==> config.mk <==
export PLATFORM = sky130hd
export DESIGN_NAME = elevator_cmd_port_flat
export DESIGN_NICKNAME = d
export VERILOG_FILES = /design/src/rtl/elevator_cmd_port_if.sv /design/src/rtl/elevator_cmd_port.sv /design/src/flat_wrapper.sv
export SDC_FILE = /design/constraint.sdc
export NUM_CORES = 1
export LEC_CHECK = 0
export CORE_ASPECT_RATIO = 0.5
export CORE_MARGIN = 10
export CORE_UTILIZATION = 53
export DETAILED_ROUTE_END_ITERATION = 6
export GPL_ROUTABILITY_DRIVEN = 0
export PLACE_DENSITY = 0.87
export SLEW_MARGIN = 20
export SYNTH_ARGS = -nofsm -noshare
export SYNTH_HDL_FRONTEND = slang
export SYNTH_SLANG_ARGS = --single-unit
==> constraint.sdc <==
create_clock -name clk -period 3.2 [get_ports clk]
set_clock_uncertainty 0.2 [all_clocks]
set_input_delay 0.64 -clock clk [delete_from_list [all_inputs] [get_ports clk]]
set_output_delay 0.64 -clock clk [all_outputs]
set_load 0.02 [all_outputs]
==> src/rtl/elevator_cmd_port_if.sv <==
// Byte-stream link between the host (UART side) and the elevator command port.
// rx carries command bytes into the block, tx carries ASCII status bytes out.
interface elevator_cmd_port_if;
  logic [7:0] rx_data;
  logic       rx_valid;
  logic       rx_ready;
  logic [7:0] tx_data;
  logic       tx_valid;
  logic       tx_ready;

  modport master (
    output rx_data, rx_valid, tx_ready,
    input  rx_ready, tx_data, tx_valid
  );

  modport slave (
    input  rx_data, rx_valid, tx_ready,
    output rx_ready, tx_data, tx_valid
  );
endinterface

==> src/rtl/elevator_cmd_port.sv <==
// ASCII command responder for smart_elevator: decodes S / R<d> / E<c> / X,
// drives req/emergency/elev_reset and streams ACK or STATE lines back to the host.
module elevator_cmd_port #(
  parameter int STEP_CYCLES = 10,
  parameter int RST_CYCLES  = 1,
  parameter int STATE_W     = 3
) (
  input  logic               clk,
  input  logic               reset,
  elevator_cmd_port_if.slave bus,
  output logic [7:0]         req,
  output logic               emergency,
  output logic               elev_reset,
  input  logic [STATE_W-1:0] st_state,
  input  logic [2:0]         st_floor,
  input  logic               st_dir,
  input  logic               st_motor,
  input  logic               st_door,
  input  logic               st_alarm
);
  localparam int SCW = (STEP_CYCLES > 1) ? $clog2(STEP_CYCLES) : 1;
  localparam int RCW = (RST_CYCLES > 1) ? $clog2(RST_CYCLES + 1) : 1;

  localparam logic [7:0] C_S = 8'h53;
  localparam logic [7:0] C_R = 8'h52;
  localparam logic [7:0] C_E = 8'h45;
  localparam logic [7:0] C_X = 8'h58;
  localparam logic [7:0] C_1 = 8'h31;

  // Templates; '?' / '0' positions are overwritten with argument or snapshot digits.
  localparam logic [79:0]  T_RST = "ACK:RESET\n";
  localparam logic [111:0] T_REQ = "ACK:REQUEST_?\n";
  localparam logic [127:0] T_EMG = "ACK:EMERGENCY_?\n";
  localparam logic [359:0] T_ST  = "STATE:0|FLOOR:0|DIR:0|MOTOR:0|DOOR:0|ALARM:0\n";

  typedef enum logic [1:0] {IDLE, ARG, WAIT, TX} state_e;
  typedef enum logic [1:0] {M_RST, M_REQ, M_EMG, M_ST} msg_e;

  typedef struct packed {
    logic [STATE_W-1:0] state;
    logic [2:0]         floor;
    logic               dir;
    logic               motor;
    logic               door;
    logic               alarm;
  } status_t;

  state_e           state_q, state_d;
  msg_e             msg_q;
  logic [7:0]       cmd_q, arg_q;
  logic [5:0]       idx_q, last_idx;
  logic [SCW-1:0]   step_q;
  logic [RCW-1:0]   rst_cnt_q;
  status_t          snap_q;
  logic [7:0]       tx_byte;
  logic             rx_fire, tx_fire, step_done, tx_last, is_digit;

  assign rx_fire   = (state_q == IDLE || state_q == ARG) && bus.rx_valid;
  assign tx_fire   = (state_q == TX) && bus.tx_ready;
  assign step_done = (step_q == SCW'(STEP_CYCLES - 1));
  assign tx_last   = (idx_q == last_idx);
  assign is_digit  = (bus.rx_data[7:3] == 5'b00110);

  always_ff @(posedge clk or negedge reset) begin
    if (!reset) state_q <= IDLE;
    else        state_q <= state_d;
  end

  always_comb begin
    state_d = state_q;
    unique case (state_q)
      IDLE: if (rx_fire) begin
        if (bus.rx_data == C_S)                           state_d = WAIT;
        else if (bus.rx_data == C_R || bus.rx_data == C_E) state_d = ARG;
        else if (bus.rx_data == C_X)                      state_d = TX;
      end
      ARG: if (rx_fire) begin
        if (cmd_q == C_E || is_digit) state_d = TX;
        else                          state_d = IDLE;
      end
      WAIT: if (step_done) state_d = TX;
      TX:   if (tx_fire && tx_last) state_d = IDLE;
      default: state_d = IDLE;
    endcase
  end

  always_comb begin
    bus.rx_ready = (state_q == IDLE) || (state_q == ARG);
    bus.tx_valid = (state_q == TX);
    bus.tx_data  = (state_q == TX) ? tx_byte : 8'h00;
    elev_reset   = (rst_cnt_q != '0);
  end

  // Byte generator: template byte at idx_q with the variable digits spliced in.
  always_comb begin
    tx_byte  = 8'h00;
    last_idx = 6'd0;
    unique case (msg_q)
      M_RST: begin
        last_idx = 6'd9;
        tx_byte  = T_RST[8*(9 - int'(idx_q)) +: 8];
      end
      M_REQ: begin
        last_idx = 6'd13;
        tx_byte  = (idx_q == 6'd12) ? arg_q : T_REQ[8*(13 - int'(idx_q)) +: 8];
      end
      M_EMG: begin
        last_idx = 6'd15;
        tx_byte  = (idx_q == 6'd14) ? arg_q : T_EMG[8*(15 - int'(idx_q)) +: 8];
      end
      M_ST: begin
        last_idx = 6'd44;
        tx_byte  = T_ST[8*(44 - int'(idx_q)) +: 8];
        case (idx_q)
          6'd6:  tx_byte = 8'h30 + 8'(snap_q.state);
          6'd14: tx_byte = 8'h30 + 8'(snap_q.floor);
          6'd20: tx_byte = 8'h30 + 8'(snap_q.dir);
          6'd28: tx_byte = 8'h30 + 8'(snap_q.motor);
          6'd35: tx_byte = 8'h30 + 8'(snap_q.door);
          6'd43: tx_byte = 8'h30 + 8'(snap_q.alarm);
          default: ;
        endcase
      end
      default: ;
    endcase
  end

  always_ff @(posedge clk or negedge reset) begin
    if (!reset) begin
      msg_q     <= M_RST;
      cmd_q     <= 8'h00;
      arg_q     <= 8'h00;
      idx_q     <= 6'd0;
      step_q    <= '0;
      rst_cnt_q <= '0;
      snap_q    <= '0;
      req       <= 8'h00;
      emergency <= 1'b0;
    end else begin
      req <= 8'h00;
      if (rst_cnt_q != '0) rst_cnt_q <= rst_cnt_q - 1'b1;
      unique case (state_q)
        IDLE: if (rx_fire) begin
          cmd_q  <= bus.rx_data;
          step_q <= '0;
          idx_q  <= 6'd0;
          if (bus.rx_data == C_X) begin
            rst_cnt_q <= RCW'(RST_CYCLES);
            msg_q     <= M_RST;
          end
        end
        ARG: if (rx_fire) begin
          arg_q <= bus.rx_data;
          idx_q <= 6'd0;
          if (cmd_q == C_E) begin
            emergency <= (bus.rx_data == C_1);
            msg_q     <= M_EMG;
          end else if (is_digit) begin
            req   <= 8'd1 << bus.rx_data[2:0];
            msg_q <= M_REQ;
          end
        end
        WAIT: begin
          step_q <= step_q + 1'b1;
          if (step_done) begin
            snap_q <= '{state: st_state, floor: st_floor, dir: st_dir,
                        motor: st_motor, door: st_door, alarm: st_alarm};
            msg_q  <= M_ST;
            idx_q  <= 6'd0;
          end
        end
        TX: if (tx_fire) idx_q <= idx_q + 1'b1;
        default: ;
      endcase
    end
  end
endmodule

==> src/flat_wrapper.sv <==
// flat-port wrapper written by rule: the top's interface ports become plain ports
module elevator_cmd_port_flat 
#(
  parameter int STEP_CYCLES = 10,
  parameter int RST_CYCLES  = 1,
  parameter int STATE_W     = 3
)
  (clk, reset, req, emergency, elev_reset, st_state, st_floor, st_dir, st_motor, st_door, st_alarm, bus_rx_data, bus_rx_valid, bus_tx_ready, bus_rx_ready, bus_tx_data, bus_tx_valid);
  elevator_cmd_port_if bus_i ();
  input  logic clk;
  input  logic reset;
  output logic [7:0] req;
  output logic emergency;
  output logic elev_reset;
  input  logic [STATE_W-1:0] st_state;
  input  logic [2:0] st_floor;
  input  logic st_dir;
  input  logic st_motor;
  input  logic st_door;
  input  logic st_alarm;
  input wire logic [$bits(bus_i.rx_data)-1:0] bus_rx_data;
  input wire logic [$bits(bus_i.rx_valid)-1:0] bus_rx_valid;
  input wire logic [$bits(bus_i.tx_ready)-1:0] bus_tx_ready;
  output wire logic [$bits(bus_i.rx_ready)-1:0] bus_rx_ready;
  output wire logic [$bits(bus_i.tx_data)-1:0] bus_tx_data;
  output wire logic [$bits(bus_i.tx_valid)-1:0] bus_tx_valid;
  assign bus_i.rx_data = bus_rx_data;
  assign bus_i.rx_valid = bus_rx_valid;
  assign bus_i.tx_ready = bus_tx_ready;
  assign bus_rx_ready = bus_i.rx_ready;
  assign bus_tx_data = bus_i.tx_data;
  assign bus_tx_valid = bus_i.tx_valid;
  elevator_cmd_port #(.STEP_CYCLES(STEP_CYCLES), .RST_CYCLES(RST_CYCLES), .STATE_W(STATE_W)) u_core (.clk(clk), .reset(reset), .bus(bus_i), .req(req), .emergency(emergency), .elev_reset(elev_reset), .st_state(st_state), .st_floor(st_floor), .st_dir(st_dir), .st_motor(st_motor), .st_door(st_door), .st_alarm(st_alarm));
endmodule
# [Word-level counts from Yosys, hierarchy flattened]
# Index checks and enable logic that the tools add are counted.
[word_totals] reg_bits=50 latchBits=0 ramBits=0 rom_bits=0 output_inout_bits=20 elab_cells=118 memories=0
[op_classes] addsub=13 multipliers=0 n_div=0 magnitude_cmp=0 n_eq_ne=31 shifts=5 n_mux=35 bitwise_logic=0 n_reduce_logical=19
[op_table] operator="360-bit by 32-bit indexed part select with 8-bit output, first input constant" n=1
[op_table] operator="128-bit by 32-bit indexed part select with 8-bit output, first input constant" n=1
[op_table] operator="112-bit by 32-bit indexed part select with 8-bit output, first input constant" n=1
[op_table] operator="80-bit by 32-bit indexed part select with 8-bit output, first input constant" n=1
[op_table] operator="8-bit 2-to-1 mux" n=7
[op_table] operator="8-bit case mux with 6 select lines" n=1
[op_table] operator="8-bit by 7-bit equality test with 1-bit output, second input constant" n=5
[op_table] operator="8-bit case mux with 4 select lines" n=1
[op_table] operator="6-bit by 1-bit adder with 7-bit output, first input constant" n=4
[op_table] operator="2-bit 2-to-1 mux" n=13
[op_table] operator="6-bit case mux with 4 select lines" n=1
[op_table] operator="4-bit by 6-bit subtractor with 7-bit output, first input constant" n=3
[op_table] operator="6-bit 2-to-1 mux" n=3
[op_table] operator="6-bit case mux with 3 select lines" n=1
[op_table] operator="6-bit by 3-bit adder with 7-bit output, first input constant" n=2
[op_table] operator="6-bit by 4-bit equality test with 1-bit output, second input constant" n=2
[op_table] operator="6-bit by 5-bit equality test with 1-bit output, second input constant" n=2
[op_table] operator="6-bit equality test, second input constant" n=2
[op_table] operator="2-bit by 1-bit inequality test with 1-bit output, second input constant" n=6
[op_table] operator="2-bit equality test, second input constant" n=4
[op_table] operator="8-bit by 6-bit equality test with 1-bit output, second input constant" n=1
[op_table] operator="2-bit case mux with 4 select lines" n=1
[op_table] operator="4-bit case mux with 2 select lines" n=1
[op_table] operator="2-bit AND reduction" n=4
[op_table] operator="other kinds (25)" n=35

# [Longest topological paths before layout]
[depth] depth_word=6 ltp_mapped=12 depth_no_buf=8

# [Worst setup path after synthesis]
# No wires, ideal clock.
[synth_timing] path_kind="register to output" from="register u_core.idx_q[1]" to="output port bus_tx_data[0]" t_arrival_ns=2.895 slack_ns=-0.535 stages_incl_launch_ff=11 path_buffers=2 path_cell_list="dfrtp_1 buf_2 clkinv_1 ha_1 buf_4 a22oi_1 a21o_1 or3b_4 nor2_4 o2111ai_1 a311oi_1"
[synth_between] elab_chain_cells=5 word_cells_on_any_way=20 classes_between="4 x add/sub; 7 x eq/ne; 4 x shift; 5 x mux"
[synth_lines] element="from (decl)" line="elevator_cmd_port.sv:51" source="logic [5:0] idx_q, last_idx;"
[synth_lines] element="from (signal assigned)" line="elevator_cmd_port.sv:172" source="TX: if (tx_fire) idx_q <= idx_q + 1'b1;"
[synth_lines] element="6-bit by 6-bit subtractor with 7-bit output, or another cell as far along" line="elevator_cmd_port.sv:113" source="tx_byte = T_ST[8*(44 - int'(idx_q)) +: 8];"
[synth_lines] element="360-bit by 32-bit indexed part select with 8-bit output, or another cell as far along" line="elevator_cmd_port.sv:113"
[synth_lines] element="8-bit case mux with 6 select lines, or another cell as far along" line="elevator_cmd_port.sv:114" source="case (idx_q)"
[synth_lines] element="8-bit case mux with 4 select lines (*)" line="elevator_cmd_port.sv:98" source="unique case (msg_q)"
[synth_lines] element="8-bit 2-to-1 mux (*)" line="elevator_cmd_port.sv:90" source="bus.tx_data = (state_q == TX) ? tx_byte : 8'h00;"
[synth_lines] element="to (decl)" line="flat_wrapper.sv:25" source="output wire logic [$bits(bus_i.tx_data)-1:0] bus_tx_data;"
# Mark *: on every way between the ends. The rest lies on a longest branch, timed or not.

# [Worst setup path after layout]
[layout_timing] from="register u_core.idx_q[0]" to="output port bus_tx_data[5]"
# The elaborated chain is that of the path after synthesis.

==> flow_summary.toml <==
[synth]
syn_inst = 582
synth-edff-count = 0
syn_nets = 620
yosys_warnings = 0
synth_most_common_cell = "nand2_1"
synth_area_mm2 = 0.004751
synth.area.top_cells = "dfrtp_1, mux2_2, o21ai_0"
ys_seq_elements = 50
avgSynthCellArea_um2 = 8.163
synth_ff_type = "dfrtp_1"
synth_top_area_cell = "dfrtp_1"
ys_types = 83
ys_top_cells_by_count = "nand2_1, o21ai_0, dfrtp_1"
synth_top_area_share_pct = 26.34
async_reset_ff_share_pct = 100.0
ys_seq_area_share_pct = 26.34

[critical_path]
cp-start-kind = "register"
worstSetupEndpointType = "output port"
cp_num_buf_inv = 5
crit_top_cell = "buf_4"
r2r_slack_ns = 0.42
cp_data_arrival_time_ns = 2.92
r2r_cells = 7
rr_endpoint = "u_core.state_q[1]$_DFFE_PN0P_"
crit_chain = "inv_2 -> buf_6 -> ha_4 -> a22oi_2 -> a21o_1 -> buf_4 -> buf_4 -> o21ai_2 -> a21o_1 -> a2111oi_4 -> a31oi_1 -> buf_4"
cpLargestDelayFamily = "compound AO/OA/AOI/OAI gates"
critPathMaxStageDelay_ns = 0.40
reg2reg_from = "u_core.msg_q[0]$_DFFE_PN0P_"
cpMaxStageDelayCell = "dfrtp_1"
cp.required_ns = 2.36
worstPathMaxFanout = 3
crit_type = "register to output port"

[sta]
rsz0062_at_grt = "true"
maxSlewHeadroom_pct = 41.60
worst_pin_slew_ns = 0.8668
period_needed_ns = 3.763
drv_slew = 0
hold_viol = 0
setup_violations = 8
finalHoldWorstSlack_ns = 0.09109
layout_setup_ws_ns = -0.5630
period_share_pct = 117.6
fmax_ghz = 0.2657
finalSetupTns_ns = -3.328

[outcome]
status = "finished, violations left"
violations = "DRC, setup timing"

[drt]
wl_per_cell_um = 27.78
viasPerCell = 7.630
routed_wl_um = 23750
vias = 6524
drc = 121
drt_iter0_markers = 1145
drt-pass1-iter-count = 7
ant_nets = 0

[finish]
stdcell_area_mm2 = 0.007038
finalNonFillerCells = 855
drive_above_1_share_pct = 39.30
nNetsFinal = 776
nFillCells = 434
diodes = 0
area_growth_syn_to_layout_pct = 48.14
utilization_pct = 80.82

[placed_design]
placed_area_mm2 = 0.006217
dp_hpwl_um = 12560
port_buffers = 41
dp.cells = 837

[clocking]
cts.path.max_buffers = 2
cts_tree = "done"
cts.sinks = 50
path_clk_slew_ns = 0.07
cts_root_buffer = "clkbuf_16"
cts_made_buffers = 5
clock_latency_ns = 0.30
ctsHoldBuffers = 0
cts_max_level = 2

[power]
p_leak_uw = 0.002816
ir_worst_vdd_mv = 0.5559
p_per_area_mw_per_mm2 = 611.5

[global_route]
antenna_found_initial = 0
grt_max_degree = 31
grt_pass1_wl_um = 32200
grt_pass1_vias = 5812
grt_overflow_total = 0
grt_util_all_layers_pct = 29.40

[die]
die-height_um = 86.95
die-area_mm2 = 0.01338
io_pins = 42
start_util_pct = 54.55
die_w_um = 153.9
coreArea_mm2 = 0.008708
rows = 24

[hold_path]
hold_path_class = "input pin to async pin"

[job]
drv_cap = 0
placed cells by master (no fill, tap or decap), types with 5 or more instances in the layout:
master,instances
nor2b_1,11
nor2_1,31
nand2b_1,9
a211oi_1,6
nand2_1,57
or2_2,6
nor3_1,13
mux2i_1,10
o211ai_1,7
nor2_2,6
nand3_1,23
or3_1,8
xnor2_1,8
buf_4,130
mux2_2,24
o21ai_2,6
a21oi_2,6
a21o_1,10
clkbuf_16,5
buf_6,16
a31oi_1,6
clkdlybuf4s50_1,32
buf_12,6
nor3_2,5
inv_1,14
ha_4,6
a32oi_1,5
ha_1,7
a21oi_1,32
o21ai_0,48
dfrtp_1,49
power by group:
part | total [µW] | internal [µW] | switching [µW]
Combinational | 2700 | 1140 | 1560
Clock | 527 | 286 | 241
Sequential | 1080 | 851 | 227
Total | 4300 | 2270 | 2030
sequential cells by signal, summed over array words and instances (netlist names):
name and cells:
u_core.arg_q 8, u_core.cmd_q 8, u_core.elev_reset 1, u_core.emergency 1, u_core.idx_q 6, u_core.msg_q 2, u_core.req 8, u_core.snap_q 10
u_core.state_q 2, u_core.step_q 4
metal layers:
metal / wire [µm] / vias to the layer above / GRT usage (%)
met4: 2425 / 0 / 16.97
met5: 0 / - / 0
met2: 9660 / 776 / 47.85
met1: 7875 / 2933 / 34.71
li1: - / 2487 / -
met3: 3791 / 328 / 8.087
final cells by class:
type	instances	area, µm²	area share (%)
multi-input cells	475	3801	54.01
repair buffers	187	1622	23.04
flip-flops and latches	50	1252	17.80
well taps	117	146.4	2.080
clock buffers	5	125.1	1.778
inverters	19	76.32	1.084
clock inverters	2	15.01	0.2133
worst register-to-register path: cells and delay by family (launching register included):
family	cells	cell delay (ns)
muxes	1	0.37
and+or+nand+nor	2	0.57
buffers and inverters	1	0.30
DFF	1	0.48
AOI/OAI and AO/OA	3	0.77
worst max-delay path by stage:
stage | start | end | slack (ns) | cells past startpoint
after floorplan | u_core.idx_q[0]$_DFFE_PN0P_ | bus_tx_data[0] | -0.008 | 11
after global placement | u_core.idx_q[1]$_DFFE_PN0P_ | bus_tx_data[0] | -0.48 | 10
after detailed placement | u_core.idx_q[1]$_DFFE_PN0P_ | bus_tx_data[1] | -0.57 | 10
after CTS | u_core.idx_q[1]$_DFFE_PN0P_ | bus_tx_data[1] | -0.25 | 9
after global routing | u_core.idx_q[1]$_DFFE_PN0P_ | bus_tx_data[5] | -0.65 | 11
final | u_core.idx_q[0]$_DFFE_PN0P_ | bus_tx_data[5] | -0.56 | 12
metrics by stage:
step / total power (µW) / setup slack (ns)
5_1_grt: 4430 / -0.6504
2_1_floorplan: 2345 / -0.008341
4_1_cts: 3883 / -0.2484
3_3_place_gp: 3091 / -0.4823
3_5_place_dp: 3177 / -0.5721
6_report: 4303 / -0.5630
cell families after synthesis:
| group | after synthesis | synth area share [%] |
|---|---|---|
| simple gates | 214 | 23.86 |
| compound gates | 192 | 27.26 |
| buf+inv | 57 | 6.479 |
| flops | 50 | 26.34 |
| mux | 35 | 8.033 |
| xor+xnor | 17 | 3.608 |
| fa+ha+maj | 17 | 4.425 |
what timing repair did:
action                                  4_1_cts  5_1_grt
buffers inserted                              7        5
pin swaps                                    30       17
resized for setup                           118       40
endpoints found under the setup margin        8        8
Note: power is estimated with default switching activity, not from simulation.
